--- src/rtl/prio_k_sequencer_pkg.sv ---
// Shared definitions for the top-K priority sequencer: FSM state encoding,
// default sizing constants and the index-width helper.
package prio_pkg;

   typedef enum logic {
      ST_IDLE = 1'b0,
      ST_EMIT = 1'b1
   } state_t;

   localparam int DEF_WIDTH   = 12;
   localparam int DEF_MAX_OUT = 2;

   // Number of bits needed to index n items, never less than one bit.
   function automatic int idx_width(input int n);
      int w;
      w = $clog2(n);
      if (w < 1) w = 1;
      return w;
   endfunction

endpackage

--- src/rtl/prio_k_sequencer_if.sv ---
// Request/beat bus of the top-K priority sequencer.
// Handshake: a request is accepted on a rising clock edge where i_start=1 and
// o_ready=1. A beat transfers on a rising edge where o_valid=1 and i_ready=1;
// while o_valid=1 and i_ready=0 the beat payload (o_index/o_none/o_last)
// holds stable, and o_valid only drops after a transfer, a flush or reset.
interface prio_k_sequencer_if #(
   parameter int WIDTH = 12,
   parameter int IDX_W = 4
);
   logic             i_start;
   logic [WIDTH-1:0] i_value;
   logic             i_flush;
   logic             o_ready;
   logic             o_valid;
   logic             i_ready;
   logic [IDX_W-1:0] o_index;
   logic             o_none;
   logic             o_last;

   // Request source / beat sink side.
   modport master (
      output i_start, i_value, i_flush, i_ready,
      input  o_ready, o_valid, o_index, o_none, o_last
   );

   // Sequencer side.
   modport slave (
      input  i_start, i_value, i_flush, i_ready,
      output o_ready, o_valid, o_index, o_none, o_last
   );
endinterface

--- src/rtl/prio_k_sequencer_find.sv ---
// Combinational priority finder: index of the highest set bit (lowest set
// bit when PRIO_LSB_FIRST_EN is defined) plus an any-set flag.
// Returns index 0 when no bit is set.
module prio_find #(
   parameter int WIDTH = 12,
   parameter int IDX_W = 4
) (
   input  logic [WIDTH-1:0] vec,
   output logic [IDX_W-1:0] idx,
   output logic             any
);

   // Scan so that the winning bit is the last one to overwrite idx.
   always_comb begin
      idx = '0;
      any = 1'b0;
`ifdef PRIO_LSB_FIRST_EN
      for (int i = WIDTH - 1; i >= 0; i--) begin
         if (vec[i]) begin
            idx = IDX_W'(i);
            any = 1'b1;
         end
      end
`else
      for (int i = 0; i < WIDTH; i++) begin
         if (vec[i]) begin
            idx = IDX_W'(i);
            any = 1'b1;
         end
      end
`endif
   end

endmodule

--- src/rtl/prio_k_sequencer.sv ---
// Top-K priority sequencer: latches a request vector and emits the indices of
// its set bits one beat at a time, highest priority first, at most MAX_OUT
// beats per request. An all-zero request yields a single o_none beat.
// Optional build macro PRIO_LSB_FIRST_EN makes bit 0 the highest priority.
module prio_k_sequencer
   import prio_pkg::*;
#(
   parameter int WIDTH   = DEF_WIDTH,
   parameter int IDX_W   = idx_width(DEF_WIDTH),
   parameter int MAX_OUT = DEF_MAX_OUT
) (
   input  logic                  i_clk,
   input  logic                  i_reset,
   prio_k_sequencer_if.slave     bus,
   output state_t                dbg_state
);

   localparam int CNT_W = idx_width(MAX_OUT);

   state_t           state;
   logic [WIDTH-1:0] work;
   logic [CNT_W-1:0] cnt;
   logic             ready_q;
   logic             valid_q;

   logic [IDX_W-1:0] find_idx;
   logic             find_any;
   logic [WIDTH-1:0] clr_mask;
   logic             one_hot;
   logic             beat_last;

   prio_find #(
      .WIDTH (WIDTH),
      .IDX_W (IDX_W)
   ) u_find (
      .vec (work),
      .idx (find_idx),
      .any (find_any)
   );

   // Beat attributes, derived only from registered state.
   always_comb begin
      clr_mask  = WIDTH'(1) << find_idx;
      one_hot   = find_any && ((work & (work - WIDTH'(1))) == '0);
      beat_last = !find_any || one_hot || (cnt == CNT_W'(MAX_OUT - 1));
   end

   // FSM, working vector and beat counter; ready/valid are registered here.
   always_ff @(posedge i_clk or posedge i_reset) begin
      if (i_reset) begin
         state   <= ST_IDLE;
         work    <= '0;
         cnt     <= '0;
         ready_q <= 1'b1;
         valid_q <= 1'b0;
      end else begin
         case (state)
            ST_IDLE: begin
               // A flush in IDLE also masks a simultaneous start.
               if (bus.i_start && !bus.i_flush) begin
                  work    <= bus.i_value;
                  cnt     <= '0;
                  state   <= ST_EMIT;
                  ready_q <= 1'b0;
                  valid_q <= 1'b1;
               end
            end
            ST_EMIT: begin
               if (bus.i_flush) begin
                  // Flush wins over a same-cycle transfer.
                  work    <= '0;
                  cnt     <= '0;
                  state   <= ST_IDLE;
                  ready_q <= 1'b1;
                  valid_q <= 1'b0;
               end else if (bus.i_ready) begin
                  if (beat_last) begin
                     work    <= '0;
                     cnt     <= '0;
                     state   <= ST_IDLE;
                     ready_q <= 1'b1;
                     valid_q <= 1'b0;
                  end else begin
                     work <= work & ~clr_mask;
                     cnt  <= cnt + CNT_W'(1);
                  end
               end
            end
            default: begin
               state   <= ST_IDLE;
               work    <= '0;
               cnt     <= '0;
               ready_q <= 1'b1;
               valid_q <= 1'b0;
            end
         endcase
      end
   end

   // Payload is forced to zero whenever no beat is offered.
   assign bus.o_ready = ready_q;
   assign bus.o_valid = valid_q;
   assign bus.o_index = valid_q ? find_idx : '0;
   assign bus.o_none  = valid_q && !find_any;
   assign bus.o_last  = valid_q && beat_last;
   assign dbg_state   = state;

endmodule

--- src/flat_wrapper.sv ---
// flat-port wrapper written by rule: the top's interface ports become plain ports
module prio_k_sequencer_flat import prio_pkg::*;
#(
   parameter int WIDTH   = DEF_WIDTH,
   parameter int IDX_W   = idx_width(DEF_WIDTH),
   parameter int MAX_OUT = DEF_MAX_OUT
)
  (i_clk, i_reset, dbg_state, bus_i_start, bus_i_value, bus_i_flush, bus_i_ready, bus_o_ready, bus_o_valid, bus_o_index, bus_o_none, bus_o_last);
  prio_k_sequencer_if #(.WIDTH(WIDTH), .IDX_W(IDX_W)) bus_i ();
  input  logic i_clk;
  input  logic i_reset;
  output state_t dbg_state;
  input wire logic [$bits(bus_i.i_start)-1:0] bus_i_start;
  input wire logic [$bits(bus_i.i_value)-1:0] bus_i_value;
  input wire logic [$bits(bus_i.i_flush)-1:0] bus_i_flush;
  input wire logic [$bits(bus_i.i_ready)-1:0] bus_i_ready;
  output wire logic [$bits(bus_i.o_ready)-1:0] bus_o_ready;
  output wire logic [$bits(bus_i.o_valid)-1:0] bus_o_valid;
  output wire logic [$bits(bus_i.o_index)-1:0] bus_o_index;
  output wire logic [$bits(bus_i.o_none)-1:0] bus_o_none;
  output wire logic [$bits(bus_i.o_last)-1:0] bus_o_last;
  assign bus_i.i_start = bus_i_start;
  assign bus_i.i_value = bus_i_value;
  assign bus_i.i_flush = bus_i_flush;
  assign bus_i.i_ready = bus_i_ready;
  assign bus_o_ready = bus_i.o_ready;
  assign bus_o_valid = bus_i.o_valid;
  assign bus_o_index = bus_i.o_index;
  assign bus_o_none = bus_i.o_none;
  assign bus_o_last = bus_i.o_last;
  prio_k_sequencer #(.WIDTH(WIDTH), .IDX_W(IDX_W), .MAX_OUT(MAX_OUT)) u_core (.i_clk(i_clk), .i_reset(i_reset), .bus(bus_i), .dbg_state(dbg_state));
endmodule
--- config.mk ---
export PLATFORM = sky130hd
export DESIGN_NAME = prio_k_sequencer_flat
export DESIGN_NICKNAME = d
export VERILOG_FILES = /design/src/rtl/prio_k_sequencer_pkg.sv /design/src/rtl/prio_k_sequencer_if.sv /design/src/rtl/prio_k_sequencer_find.sv /design/src/rtl/prio_k_sequencer.sv /design/src/flat_wrapper.sv
export SDC_FILE = /design/constraint.sdc
export NUM_CORES = 1
export LEC_CHECK = 0
export ABC_CLOCK_PERIOD_IN_PS = 4000
export CORE_MARGIN = 2
export CORE_UTILIZATION = 35
export DETAILED_ROUTE_END_ITERATION = 10
export SKIP_LAST_GASP = 1
export SYNTH_ARGS = -nofsm -noshare
export SYNTH_HDL_FRONTEND = slang
export SYNTH_SLANG_ARGS = --single-unit
--- constraint.sdc ---
create_clock -name i_clk -period 4 [get_ports i_clk]
set_input_delay 0.8 -clock i_clk [delete_from_list [all_inputs] [get_ports i_clk]]
set_output_delay 0.8 -clock i_clk [all_outputs]
set_load 0.03 [all_outputs]
# Yosys cells after proc, flatten, opt, wreduce, memory -nomap -nowiden
# Index checks and enable logic that the tools add are counted.
word_totals:
  reg_bits: 16
  in_bits: 17
  output_inout_bits: 9
  elab_cells: 74
op_classes:
  addsub: 2
  eq_ne: 3
  shift: 1
  n_mux: 48
  bitwise_logic: 4
  reduce_logical: 11
ops:
  columns: ["op", "count"]
  rows:
  - ["12-bit two-way mux", 4]
  - ["4-bit two-way mux", 11]
  - ["1-bit two-way mux", 28]
  - ["12-bit AND", 2]
  - ["12-bit case mux with 2 select lines", 1]
  - ["12-bit logical NOT", 1]
  - ["12-bit NOT", 1]
  - ["1-bit by 4-bit << shifter with 12-bit output, first input constant", 1]
  - ["12-bit by 1-bit subtractor with 12-bit output, second input constant", 1]
  - ["1-bit case mux with 2 select lines", 4]
  - ["3-bit != test, second input constant", 2]
  - ["1-bit logical AND", 4]
  - ["3-bit AND reduction", 1]
  - ["1-bit logical NOT", 2]
  - ["1-bit logical OR", 2]
  - ["2-bit by 1-bit != test with 1-bit output, second input constant", 1]
  - ["2-bit AND reduction", 1]
  - ["1-bit adder, second input constant", 1]
  - ["1-bit NOT", 1]

# Depth between registers and ports, before layout
logic_depth:
  depth_word: 19
  mapped_depth: 7
  ltp_nobuf: 6

# By module
# A second synthesis with hierarchy kept.
hier_totals:
  cells_unflattened: 123
  area_unflattened_um2: 1053.5
by_module_without_submodules:
  columns: ["module", "instances", "cells_each", "area_each_um2", "seq_area_each_um2"]
  rows:
  - ["prio_k_sequencer", 1, 103, 947.2, 401.6]
  - ["prio_find", 1, 20, 106.4, 0.0]

# Worst setup path after synthesis
# OpenSTA, ideal clock, no wires.
synth_timing:
  kind: "register to output"
  from: "register u_core.work[3]"
  to: "output bus_o_last"
  arrival_ns: 1.998
  required_time_ns: 3.200
  slack_ns: 1.202
  stages_incl_launch_ff: 7
  path_buffers: 0
  path_cell_list: "dfrtp_1 > or4_4 > a211oi_2 > o21ai_1 > a211o_4 > nand2_1 > and2_1"
synth_between:
  elab_chain_cells: 13
  elab_cells_between_ends: 17
  classes_between: "add/sub: 1; mux: 9; bitwise: 1; reduce/logical: 6"
synth_lines:
  columns: ["element", "line_no", "text"]
  rows:
  - ["from (decl)", "prio_k_sequencer.sv:21", "logic [WIDTH-1:0] work;"]
  - ["from (signal assigned)", "prio_k_sequencer.sv:61", "work <= bus.i_value;"]
  - ["from (signal assigned)", "prio_k_sequencer.sv:84", "work <= work & ~clr_mask;"]
  - ["branches (longest 10 deep; another with 12-bit by 1-bit subtractor with 12-bit output)", null, null]
  - ["1-bit logical OR * (2 in series)", "prio_k_sequencer.sv:45", "beat_last = !find_any || one_hot || (cnt == CNT_W'(MAX_OUT - 1));"]
  - ["1-bit logical AND *", "prio_k_sequencer.sv:105", "assign bus.o_last = valid_q && beat_last;"]
  - ["to (decl)", "flat_wrapper.sv:21", "output wire logic [$bits(bus_i.o_last)-1:0] bus_o_last;"]
# Every way passes the cells marked *.

# Worst setup path after layout
# Same ends and word-level chain as after synthesis.

==> flow_metrics.py <==
metrics = {
    "clock_tree": {
        "clk_path_buf_depth": 2,
        "cts_hold_buffers": 0,
        "post_cts_buffers": 0,
        "clk_latency_ns": 0.29,
        "cts_max_level": 1,
        "cts_root_buf": "clkbuf_4",
        "cts_tree": "yes",
        "cts-resized-gates": 0,
        "clk_pin_slew_worst_paths_ns": 0.11,
        "numCtsBuffers": 3,
        "clock_sinks": 16,
    },
    "hold_path": {
        "worstHoldPathCells": 2,
        "hp-class": "flop to flop",
    },
    "synthesis": {
        "ys_ff_latch": 16,
        "yosys.cell_types.count": 36,
        "yosys.area.top_type": "dfrtp_1",
        "synth_fp_nets": 136,
        "yosys.area.top_type_share_pct": 36.8,
        "yosys-top-cells-area": "dfrtp_1 37%, a22oi_1 8.1%, o21ai_0 7.9%, nor2_1 4.4%, nand2_1 3.7%",
        "syn_area_per_cell_sq_um": 8.57,
        "yosys_warnings": 0,
        "synth_edf_count": 0,
        "async_reset_ff_share_pct": 100,
        "synth_ff_type": "dfrtp_1",
        "synth_seq_area_share_pct": 39.4,
        "netlist_area_sq_um": 1020,
        "synthCells": 119,
    },
    "sta": {
        "skew_ns": 0.0185,
        "min_period_ns": 3.77,
        "finalMaxSlewViolations": 0,
        "timing.hold.ws_ns": 0.505,
        "rsz0062_at_grt": "false",
        "worst_pin_slew_ns": 0.651,
        "fin_ws_ns": 0.232,
        "setup_viol": 0,
        "relSlewSlack_pct": 56.5,
        "max_freq_mhz": 265,
        "period_share_pct": 94.2,
        "final-hold-violation-count": 0,
        "finalSetupTns_ns": 0,
    },
    "worst_setup_path": {
        "cp_cell_sequence": "or4_4 > o31ai_1 > o21ai_0 > a211o_4 > nand2_1 > and2_1 > clkdlybuf4s50_1",
        "ff2ff_path_depth": 6,
        "cp_slowest_cell": "clkdlybuf4s50_1",
        "path_max_fanout": 8,
        "crit_arrival_ns": 2.97,
        "cp-end-kind": "primary output",
        "worstSetupStartpointType": "flop",
        "crit_type": "flop to primary output",
        "slowest_delay_ns": 0.66,
        "crit_required_ns": 3.20,
    },
    "placement": {
        "numPortBuffers": 25,
        "place_ws_ns": 0.583,
        "gp_congestion": 0.905,
        "dpl_cell_area_sq_um": 1310,
        "dp_hpwl_um": 2060,
    },
    "job": {
        "maxCapViolCount": 0,
    },
    "floorplanning": {
        "fp.dieArea_sq_um": 3360,
        "io_pins": 26,
        "coreArea_sq_um": 2760,
        "die_w_um": 58.0,
        "fp.dieH_um": 58.0,
        "rows": 19,
        "initial_utilization_pct": 37.0,
    },
    "layout": {
        "diodes": 0,
        "syn_to_final_growth_pct": 31.4,
        "design_area_sq_um": 1340,
        "final_nets": 164,
        "final_common_cell": "clkdlybuf4s50_1",
        "drive_gt1_share_pct": 11.0,
        "final_cell_mix": "25 x clkdlybuf4s50_1, 16 x o21ai_0, 15 x dfrtp_1, 12 x nor2_1, 11 x a22oi_1",
    },
    "grt": {
        "overflow": 0,
        "grt_pass1_wl_um": 4760,
        "antenna_found_initial": 0,
        "grt_max_degree": 17,
        "grt_pass1_vias": 1022,
        "grt_use_total_pct": 18.6,
    },
    "drt": {
        "routed_wl_um": 2790,
        "ant_nets": 0,
        "vias": 1024,
        "drc": 0,
        "vias_per_cell": 5.79,
        "drtPass1Iterations": 4,
        "post_drt_wl_per_cell_um": 15.8,
        "first_iter_violations": 32,
    },
    "pwr": {
        "ir_drop_mv": 0.303,
        "powerDensity_nw_per_um2": 576,
        "power.leakage_nw": 0.546,
        "finalPower_mw": 0.772,
    },
    "status": {
        "status": "complete, no violations",
    },
}
final timing paths:
path / from / end / slack [ns]
max in group asynchronous: i_reset / u_core.work[10] / 2.68
min: u_core.bus.o_ready / u_core.bus.o_ready / 0.50
min reg2reg: u_core.bus.o_ready / u_core.bus.o_ready / 0.50
min in group asynchronous: i_reset / u_core.bus.o_valid / 0.88
max reg2reg: u_core.work[3] / u_core.work[9] / 1.78
max: u_core.work[3] / bus_o_last / 0.23
where the power goes:
part / switching [mW] / internal, mW / total (mW)
registers: 0.0648 / 0.205 / 0.270
clock network: 0.0538 / 0.0387 / 0.0925
logic: 0.231 / 0.179 / 0.410
Yosys cell counts (2+ instances only):
library cell and instances:
dfrtp_1 15, nand2_1 10, nor2_1 12, or4_4 2, a21oi_1 7, o31ai_1 3
and3_1 2, and2_1 4, o21ai_0 16, clkbuf_1 4, nor3b_1 2, inv_1 4
o2111ai_1 2, or2_2 3, a22oi_1 11, nand3_1 2
flip-flops by register name (all words and copies together) (netlist names):
name and cells:
u_core.cnt 1, u_core.work 12, u_core.bus.o_ready 1, u_core.bus.o_valid 1, u_core.dbg_state 1
critical path, delay by kind of cell, from the launching register on:
| family | cells | cell delay (ns) |
|---|---|---|
| and+or+nand+nor | 3 | 0.80 |
| buffers and inverters | 1 | 0.66 |
| DFF | 1 | 0.44 |
| AOI/OAI and AO/OA | 3 | 0.76 |
layout make-up:
| type | instances | area, sq um |
|---|---|---|
| multi-input cells | 95 | 593 |
| flip-flops and latches | 16 | 402 |
| repair buffers | 27 | 265 |
| clock buffers | 4 | 26.3 |
| well taps | 31 | 38.8 |
| inverters | 4 | 15.0 |
| fillers | 270 | 1420 |
stage by stage:
step	instances	utilization, %
floorplan	119	-
global placement	173	47.6
detailed placement	173	47.6
CTS	177	48.6
global route	177	48.6
finish	177	48.6
cell families after synthesis:
logic type | share of synthesized area [%]
and+or+nand+nor | 23.4
AOI/OAI and AO/OA | 33.3
DFF | 39.4
adders and majority gates | 0.982
buffers and inverters | 2.94
per-layer routing:
layer  global-route usage, %  wire length (um)  up-vias
li1                        -                 -      503
met1                    26.8              1410      485
met2                    28.2              1230       34
met3                    4.02               144        2
met4                    4.98                17        0
met5                       0                 0        -
Power figures use the tool's default switching activity.
